## src/rtl/bs_drvr_endpoint.sv

```systemverilog
// Bus driver endpoint: a TX FIFO that the bus drains via pndng/pop/D_pop, and an
// address-filtered RX FIFO that the bus fills via push/D_push, with a saturating drop counter.
module bs_drvr_endpoint #(
    parameter int          bits      = 32,
    parameter int          depth     = 8,
    parameter logic [7:0]  id        = 8'h00,
    parameter logic [7:0]  broadcast = {8{1'b1}}
) (
    input  logic            clk,
    input  logic            reset,
    // local transmit side
    input  logic [bits-1:0] tx_data,
    input  logic            tx_valid,
    output logic            tx_ready,
    // bus side of the TX FIFO
    output logic            pndng,
    input  logic            pop,
    output logic [bits-1:0] D_pop,
    // bus side of the RX FIFO
    input  logic            push,
    input  logic [bits-1:0] D_push,
    // local receive side
    output logic [bits-1:0] rx_data,
    output logic            rx_valid,
    input  logic            rx_ready,
    output logic [7:0]      rx_drop_cnt
);

    localparam int ptr_w = (depth > 1) ? $clog2(depth) : 1;
    localparam int cnt_w = ptr_w + 1;

    typedef logic [ptr_w-1:0] ptr_t;
    typedef logic [cnt_w-1:0] cnt_t;

    localparam cnt_t depth_c = cnt_t'(depth);

    // ------------------------------------------------------------------
    // TX FIFO
    // ------------------------------------------------------------------
    logic [bits-1:0] tx_mem [depth];
    ptr_t            tx_wr_ptr;
    ptr_t            tx_rd_ptr;
    cnt_t            tx_count;
    logic            tx_write;
    logic            tx_pop;

    assign tx_ready = (tx_count < depth_c);
    assign pndng    = (tx_count != '0);
    assign tx_write = tx_valid && tx_ready;
    // A pop against an empty FIFO is ignored so pointers never run ahead.
    assign tx_pop   = pop && pndng;
    assign D_pop    = pndng ? tx_mem[tx_rd_ptr] : '0;

    // NOTE: storage arrays carry no reset; validity is tracked by the counts,
    // so clearing them would only add reset fan-out without changing behaviour.
    always_ff @(posedge clk) begin
        if (tx_write) begin
            tx_mem[tx_wr_ptr] <= tx_data;
        end
    end

    // NOTE: state registers use non-blocking assignments so every flop samples
    // pre-edge values, regardless of statement order inside the block.
    always_ff @(posedge clk or posedge reset) begin
        if (reset) begin
            tx_wr_ptr <= '0;
            tx_rd_ptr <= '0;
            tx_count  <= '0;
        end else begin
            if (tx_write) begin
                tx_wr_ptr <= tx_wr_ptr + ptr_t'(1);
            end
            if (tx_pop) begin
                tx_rd_ptr <= tx_rd_ptr + ptr_t'(1);
            end
            case ({tx_write, tx_pop})
                2'b10:   tx_count <= tx_count + cnt_t'(1);
                2'b01:   tx_count <= tx_count - cnt_t'(1);
                default: tx_count <= tx_count;
            endcase
        end
    end

    // ------------------------------------------------------------------
    // RX FIFO with destination filtering
    // ------------------------------------------------------------------
    logic [bits-1:0] rx_mem [depth];
    ptr_t            rx_wr_ptr;
    ptr_t            rx_rd_ptr;
    cnt_t            rx_count;
    logic [7:0]      push_dest;
    logic            push_addressed;
    logic            rx_full;
    logic            rx_store;
    logic            rx_drop;
    logic            rx_read;

    assign push_dest      = D_push[bits-1 -: 8];
    assign push_addressed = push && ((push_dest == id) || (push_dest == broadcast));
    // Fullness is judged on the pre-edge count: a same-cycle read does not make room.
    assign rx_full        = (rx_count == depth_c);
    assign rx_store       = push_addressed && !rx_full;
    assign rx_drop        = push_addressed && rx_full;

    assign rx_valid = (rx_count != '0);
    assign rx_read  = rx_valid && rx_ready;
    assign rx_data  = rx_valid ? rx_mem[rx_rd_ptr] : '0;

    always_ff @(posedge clk) begin
        if (rx_store) begin
            rx_mem[rx_wr_ptr] <= D_push;
        end
    end

    always_ff @(posedge clk or posedge reset) begin
        if (reset) begin
            rx_wr_ptr   <= '0;
            rx_rd_ptr   <= '0;
            rx_count    <= '0;
            rx_drop_cnt <= '0;
        end else begin
            if (rx_store) begin
                rx_wr_ptr <= rx_wr_ptr + ptr_t'(1);
            end
            if (rx_read) begin
                rx_rd_ptr <= rx_rd_ptr + ptr_t'(1);
            end
            case ({rx_store, rx_read})
                2'b10:   rx_count <= rx_count + cnt_t'(1);
                2'b01:   rx_count <= rx_count - cnt_t'(1);
                default: rx_count <= rx_count;
            endcase
            if (rx_drop && (rx_drop_cnt != 8'hFF)) begin
                rx_drop_cnt <= rx_drop_cnt + 8'd1;
            end
        end
    end

endmodule

```

## config.mk

```make
export PLATFORM = sky130hd
export DESIGN_NAME = bs_drvr_endpoint
export DESIGN_NICKNAME = d
export VERILOG_FILES = /design/src/rtl/bs_drvr_endpoint.sv
export SDC_FILE = /design/constraint.sdc
export NUM_CORES = 1
export LEC_CHECK = 0
export CELL_PAD_IN_SITES_DETAIL_PLACEMENT = 0
export CELL_PAD_IN_SITES_GLOBAL_PLACEMENT = 2
export CORE_MARGIN = 2
export CORE_UTILIZATION = 37
export CTS_BUF_LIST = sky130_fd_sc_hd__clkbuf_16
export DETAILED_ROUTE_END_ITERATION = 7
export PLACE_DENSITY_LB_ADDON = 0.1
export SYNTH_ARGS = -nofsm -noshare
export SYNTH_HDL_FRONTEND = slang
export SYNTH_SLANG_ARGS = --single-unit
export TNS_END_PERCENT = 100
```

## constraint.sdc

```tcl
create_clock -name clk -period 5.4 [get_ports clk]
set_input_delay 0.54 -clock clk [delete_from_list [all_inputs] [get_ports clk]]
set_output_delay 0.54 -clock clk [all_outputs]
set_load 0.01 [all_outputs]
```

==> impl_results.md, run 1 <==
- Yosys top cell by area: edfxtp_1
- Core Area: 56200 um^2
- Starting Density: 0.373
- Crit path DAT: 3.36 ns
- DIE AREA: 58600 um^2
- Yosys reg bits: 540
- Lkg Pwr: 8.38 nW
- Post-DR wirelength/cell: 22.6 um
- TritonCTS Buffers: 58
- Worst path cell trace: buf_4, mux4_2, mux2i_1, nor2_1, clkdlybuf4s50_1
- Tcrit/Tclk final: 0.722
- First-pass GRT wire length: 67.0 mm
- Max Slew Vio Count: 0
- Remaining DRCs: 0
- Syn. warnings: 0
- Post-synth EDFFs: 512
- PwrDens: 510 nW/um^2
- Post-layout util: 0.452
- Hpwl dp: 25.1 mm
- H-tree Lvls: 2
- M2 GR Usage: 0.268
- Clock power frac: 0.302
- Die height: 242 um
- Filler cells: 4844
- Internal: 9.25 mW
- WP buf/inv: 2
- CP max stage delay: 0.89 ns
- WS Path Type: flip-flop to output pin
- Total Neg Setup Slack: 0 ns
- CP max stage cell: dfrtp_4
- Top-Level Pins: 145
- Minimum clock period: 3.90 ns
- Top FF cell, synth: edfxtp_1
- # setup viols final: 0
- Sequential cell area: 16100 um^2
- Seq/Total Area, Yosys: 0.767
- Max clock buf depth: 3
- Final Power: 12.9 mW
- Nets: 1238
- Synth top cells by count: 512 x edfxtp_1, 128 x mux4_2, 77 x nor2_1, 65 x mux2i_1, 28 x dfrtp_1
- Clock Latency Late Sink: 0.61 ns
- Met1 GRT Util: 0.193
- Max_cap viols: 0
- Largest net degree at the start of global routing: 42
- Cell row count: 87
- Status: complete, no violations
- DRT iter0 DRCs: 551
- Syn_nets: 1049
- R2R Setup Slk: 2.38 ns
- Routability Congestion: 0.692
- Synth cell types: 36
- Avg Synthesized Cell Area: 21.7 um^2
- Most used routing layer in global routing: met2
- Top-count cell post-synth: edfxtp_1
- Die extent in x: 242 um
- Sw power: 3.70 mW
- Vias: 9642
- Crit-path max FO: 35
- Cell area after synthesis: 21000 um^2
- Synthesized netlist cell count: 967
- Skew final: 0.0236 ns
- Post-CTS resize count: 0
- Antenna Violating Nets Remaining: 0
- Slew headroom: 0.289
- RSZ-0062 raised after global routing: false
- VDD IR max: 0.000271 V
- Largest cells by area after synthesis: edfxtp_1 73%, mux4_2 14%, dfrtp_1 3.3%
- CTS Hold Buffers Added: 0
- Actual transition at the worst max-transition pin: 1.07 ns
- CTS clk-pin slew, worst paths: 0.06 ns
- Router iterations before antenna repair: 4
- Clk sinks: 540
- Final Hold Vio Count: 0
- Sequential Power Share: 0.409
- Post-Route WL: 44.4 mm
- Switch share: 0.286
- Ys async rst share: 0.0519
- Initial antenna violation count: 3
- Top cell type's share of synthesized area: 0.734
- Met3 GRT Util: 0.0349
- Combinational Power Share: 0.289
- Grt total ovfl: 0
- Max Fclk: 256 MHz
- Worst path required time: 4.86 ns
- Area Overhead vs Synth: 21.2%
- Area of the multi-input gates: 4780 um^2
- CP Launch Type: flip-flop
- Clock root buffer: clkbuf_16
- Family with the most delay on the worst path: buffers and inverters
- Vias in the first global route: 10500
- CTS tree: built
- Worst min path class: primary input to asynchronous set/reset pin
- Share of layout cells above drive strength 1: 0.230
- Post-CTS Setup Bufs: 0
- IO buf count: 144
- GR Util All Layers: 0.153
- Vias/cell: 4.92
- Crit. End Element: output pin
-- layout by cell type, fill, tap and decap left out, types with 2 or more instances in the layout --
cell type,instances
nor2_1,69
or4_4,2
a21oi_1,3
dfrtp_1,22
mux4_2,128
mux2_1,2
edfxtp_1,512
nor2b_1,2
o21ai_0,2
nand4_1,3
ha_1,11
inv_1,22
nand2b_1,6
mux2i_1,65
mux2_2,6
clkbuf_16,59
nand3_1,4
nand3b_1,2
nor3_1,4
nor4_4,2
dfrtp_4,2
nor2_4,9
xor2_1,14
bufinv_16,7
clkdlybuf4s50_1,144
clkinv_2,12
nand2_1,14
clkinv_1,13
dfrtp_2,4
xnor2_1,8
buf_4,30
nor3b_2,4
nor3_2,5
-- worst paths after layout --
kind / from / to / depth (start not counted)
max: tx_rd_ptr[0] / D_pop[24] / 5
min: reset / rx_drop_cnt[6] / 3
max reg2reg: rx_count[0] / rx_count[2] / 10
min reg2reg: tx_wr_ptr[0] / tx_wr_ptr[0] / 1
max in group asynchronous: reset / rx_rd_ptr[0] / 3
min in group clk: tx_wr_ptr[0] / tx_wr_ptr[0] / 1
-- layer usage --
layer	part of all wire	up-vias	wire, um
met5	0.00090	-	40
met4	0.020	6	903
met3	0.044	66	1970
met2	0.52	173	22900
met1	0.42	5045	18600
li1	-	4352	-
-- area by class of cell --
class	count	share of cell area
antenna	1	0.0000985
inverter	9	0.00133
clock buffer	59	0.0581
tap	756	0.0372
sequential	540	0.633
clock inverter	49	0.0161
multi-input combinational	373	0.188
timing repair buffer	174	0.0656
-- cell families after synthesis --
| kind of cell | count (synthesis) | share of synthesized area |
|---|---|---|
| flops | 540 | 0.767 |
| fa+ha+maj | 12 | 0.00752 |
| xor+xnor | 22 | 0.00919 |
| simple gates | 129 | 0.0291 |
| mux | 201 | 0.173 |
| buf+inv | 54 | 0.0107 |
| compound gates | 9 | 0.00358 |
-- per-stage QoR --
| step | area (um^2) | instances | hold WS, ns | worst slack (ns) |
|---|---|---|---|---|
| final | 25400 | 1961 | 0.301 | 1.50 |
| after global routing | 25400 | 1960 | 0.331 | 1.23 |
| after CTS | 25400 | 1960 | 0.283 | 1.35 |
| after detailed placement | 23500 | 1852 | 0.510 | 1.61 |
| after global placement | 23500 | 1852 | 0.517 | 1.63 |
| after floorplan | 21000 | 967 | 0.480 | 0.944 |
-- flip-flops by register name, summed over array words and instances, names as in the netlist --
name	count
tx_rd_ptr	3
tx_wr_ptr	3
rx_mem	256
rx_wr_ptr	3
rx_drop_cnt	8
tx_mem	256
tx_count	4
rx_count	4
rx_rd_ptr	3
-- power by group through the flow --
stage               sequential [mW]  clock, mW  combinational (mW)
finish                         5.29       3.91                3.74
global route                   5.36       4.21                4.06
CTS                            5.32       4.02                3.87
detailed placement             5.41          0                3.85
global placement               5.40          0                3.86
floorplan                      5.02          0                2.51
-- tightest hold or removal path, stage by stage --
cell and delay (ns):
clkdlybuf4s50_1 0.39, inv_1 0.05, buf_4 0.34
Note: power is estimated with default switching activity, not from simulation.
==> run 2, diff against run 1 <==
- clock period: 5.4 -> 3.65 ns (I/O delays scaled with it)
==> run 2 against run 1 <==
Compared with the run above: register-to-register slack got worse by 1.2 ns; setup slack got worse by 1.1 ns; clock skew barely moved; non-clock buffer count rose by 11; core utilization rose by 0.40 points; cell count rose by 0.51%; clock-buffer cell count fell by 1; critical path type unchanged.
==> impl_results.md, run 2 (synthesis gave the netlist of run 1 again) <==
- Status: complete, no violations (unchanged)
- Most used routing layer in global routing: met2 (unchanged)
- Die extent in x: 242 um (unchanged)
- Vias: 9718 (was 9642)
- First-pass GRT wire length: 66.6 mm (was 67.0 mm)
- Clock Latency Late Sink: 0.62 ns (was 0.61 ns)
- Vias in the first global route: 10500 (about the same)
- Clock power frac: 0.290 (was 0.302)
- M2 GR Usage: 0.268 (about the same)
- Max_cap viols: 0 (unchanged)
- IO buf count: 144 (unchanged)
- Sequential Power Share: 0.401 (was 0.409)
- Worst path required time: 3.28 ns (was 4.86 ns)
- WS Path Type: flip-flop to output pin (unchanged)
- Lkg Pwr: 8.45 nW (was 8.38 nW)
- PwrDens: 746 nW/um^2 (was 510 nW/um^2)
- Remaining DRCs: 0 (unchanged)
- # setup viols final: 0 (unchanged)
- Post-Route WL: 43.7 mm (was 44.4 mm)
- CTS clk-pin slew, worst paths: 0.06 ns (about the same)
- Final Hold Vio Count: 0 (unchanged)
- CP Launch Type: flip-flop (unchanged)
- Router iterations before antenna repair: 4 (unchanged)
- GR Util All Layers: 0.151 (was 0.153)
- Crit path DAT: 2.93 ns (was 3.36 ns)
- Most frequent cells in the layout: 512 x edfxtp_1, 144 x clkdlybuf4s50_1, 128 x mux4_2 (unchanged)
- Cell Area, Placed: 23800 um^2 (was 23500 um^2)
- Grt total ovfl: 0 (unchanged)
- Max Slew Vio Count: 0 (unchanged)
- Sw power: 5.45 mW (was 3.70 mW)
- Crit-path max FO: 24 (was 35)
- Biggest registers after layout: rx_mem: 256 flops, tx_mem: 256 flops, rx_drop_cnt: 8 flops (unchanged)
- Die height: 242 um (unchanged)
- Filler cells: 4840 (was 4844)
- Tcrit/Tclk final: 0.902
- Routability Congestion: 0.648 (was 0.692)
- Commonest non-fill, non-tap cell in the layout: edfxtp_1 (unchanged)
- Max Fclk: 304 MHz
- Met1 GRT Util: 0.188 (was 0.193)
- Starting Density: 0.373 (unchanged)
- Hpwl dp: 24.5 mm (was 25.1 mm)
- Post-CTS resize count: 0 (unchanged)
- Skew final: 0.0240 ns (was 0.0236 ns)
- Minimum clock period: 3.29 ns
- Slew headroom: 0.486 (was 0.289)
- Core Area: 56200 um^2 (unchanged)
- H-tree Lvls: 2 (unchanged)
- Clock root buffer: clkbuf_16 (unchanged)
- Clk sinks: 540 (unchanged)
- DIE AREA: 58600 um^2 (unchanged)
- Top-Level Pins: 145 (unchanged)
- Cell row count: 87 (unchanged)
- Largest net degree at the start of global routing: 34 (was 42)
- Initial antenna violation count: 3 (unchanged)
- CTS tree: built (unchanged)
- Cell area after layout: 25600 um^2 (was 25400 um^2)
- RSZ-0062 raised after global routing: false (unchanged)
- Vias/cell: 4.93 (was 4.92)
- Worst setup margin: 0.357 ns (was 1.50 ns)
- Post-DR wirelength/cell: 22.2 um (was 22.6 um)
- Max clock buf depth: 3 (unchanged)
- Share of layout cells above drive strength 1: 0.232 (was 0.230)
- DRT iter0 DRCs: 565 (was 551)
- Actual transition at the worst max-transition pin: 0.770 ns (was 1.07 ns)
- Switch share: 0.285 (was 0.286)
- Antenna Violating Nets Remaining: 0 (unchanged)
- Nets: 1248 (was 1238)
- VDD IR max: 0.000411 V (was 0.000271 V)
- TritonCTS Buffers: 57 (was 58)
- Worst min path class: primary input to asynchronous set/reset pin (unchanged)
- Internal: 13.7 mW (was 9.25 mW)
- Combinational Power Share: 0.310 (was 0.289)
- Pre-CTS WS: 0.289 ns (was 1.61 ns)
- Crit. End Element: output pin (unchanged)
- Area Overhead vs Synth: 22.3% (was 21.2%)
- Met3 GRT Util: 0.0320 (was 0.0349)
## run 2: final timing paths
path / slack [ns] / endpoint / cells after the start / start
setup / recovery: 0.36 / rx_data[10] / 6 / rx_rd_ptr[0]
hold / removal: 0.20 / tx_rd_ptr[1] / 2 / reset
setup reg to reg: 1.15 / rx_count[2] / 11 / rx_count[1]
hold reg to reg: 0.51 / tx_wr_ptr[0] / 1 / tx_wr_ptr[0]
max in group asynchronous: 2.77 / rx_drop_cnt[6] / 3 / reset
min in group clk: 0.48 / rx_mem[0][31] / 1 / D_push[31]
## run 2: what timing repair did
action                                  in CTS  in global routing
setup buffers                                0                  1
hold buffers                                 0                  0
endpoints found under the setup margin       0                  2
## run 2: final cells by class
| type | count | area, um^2 | area share |
|---|---|---|---|
| sequential | 540 | 16100 | 0.628 |
| multi-input combinational | 373 | 4780 | 0.186 |
| timing repair buffer | 185 | 1970 | 0.0769 |
| clock buffer | 58 | 1450 | 0.0566 |
| tap | 756 | 946 | 0.0369 |
| clock inverter | 48 | 355 | 0.0139 |
| inverter | 9 | 33.8 | 0.00132 |
| antenna | 2 | 5.00 | 0.000195 |
## run 2: per-layer routing
metal	share of wire	routed length, um
met1	0.42	18300
met2	0.52	22800
met3	0.041	1790
met4	0.018	798
met5	0.00094	41
## run 2: per-stage QoR
stage | util | instances | hold slack (ns) | TNS [ns] | total power [mW]
after CTS | 0.456 | 1968 | 0.204 | 0 | 19.5
after detailed placement | 0.423 | 1862 | 0.504 | 0 | 13.9
after floorplan | - | 967 | 0.430 | -106.09 | 11.1
final | 0.456 | 1971 | 0.204 | 0 | 19.1
after global routing | 0.456 | 1969 | 0.272 | 0 | 20.1
after global placement | 0.423 | 1862 | 0.511 | 0 | 13.9
## run 2: power groups by stage
stage          Combinational [mW]  Sequential [mW]  Clock, mW
6_report                     5.92             7.66       5.54
5_1_grt                      6.44             7.73       5.95
4_1_cts                      6.05             7.72       5.71
3_5_place_dp                 6.03             7.85          0
3_3_place_gp                 6.05             7.84          0
2_1_floorplan                3.71             7.43          0
## run 2: critical path: stages, from the launching register on
cell	delay, ns
dfrtp_4	0.61
buf_12	0.28
buf_12	0.19
mux4_2	0.51
mux2i_1	0.17
nor2_1	0.05
clkdlybuf4s50_1	0.49
==> run 3, diff against run 2 <==
- TNS_END_PERCENT: 100 -> 5
==> results of run 3 <==
Same layout as run 2: the final DEF is identical, and so are final timing and power.
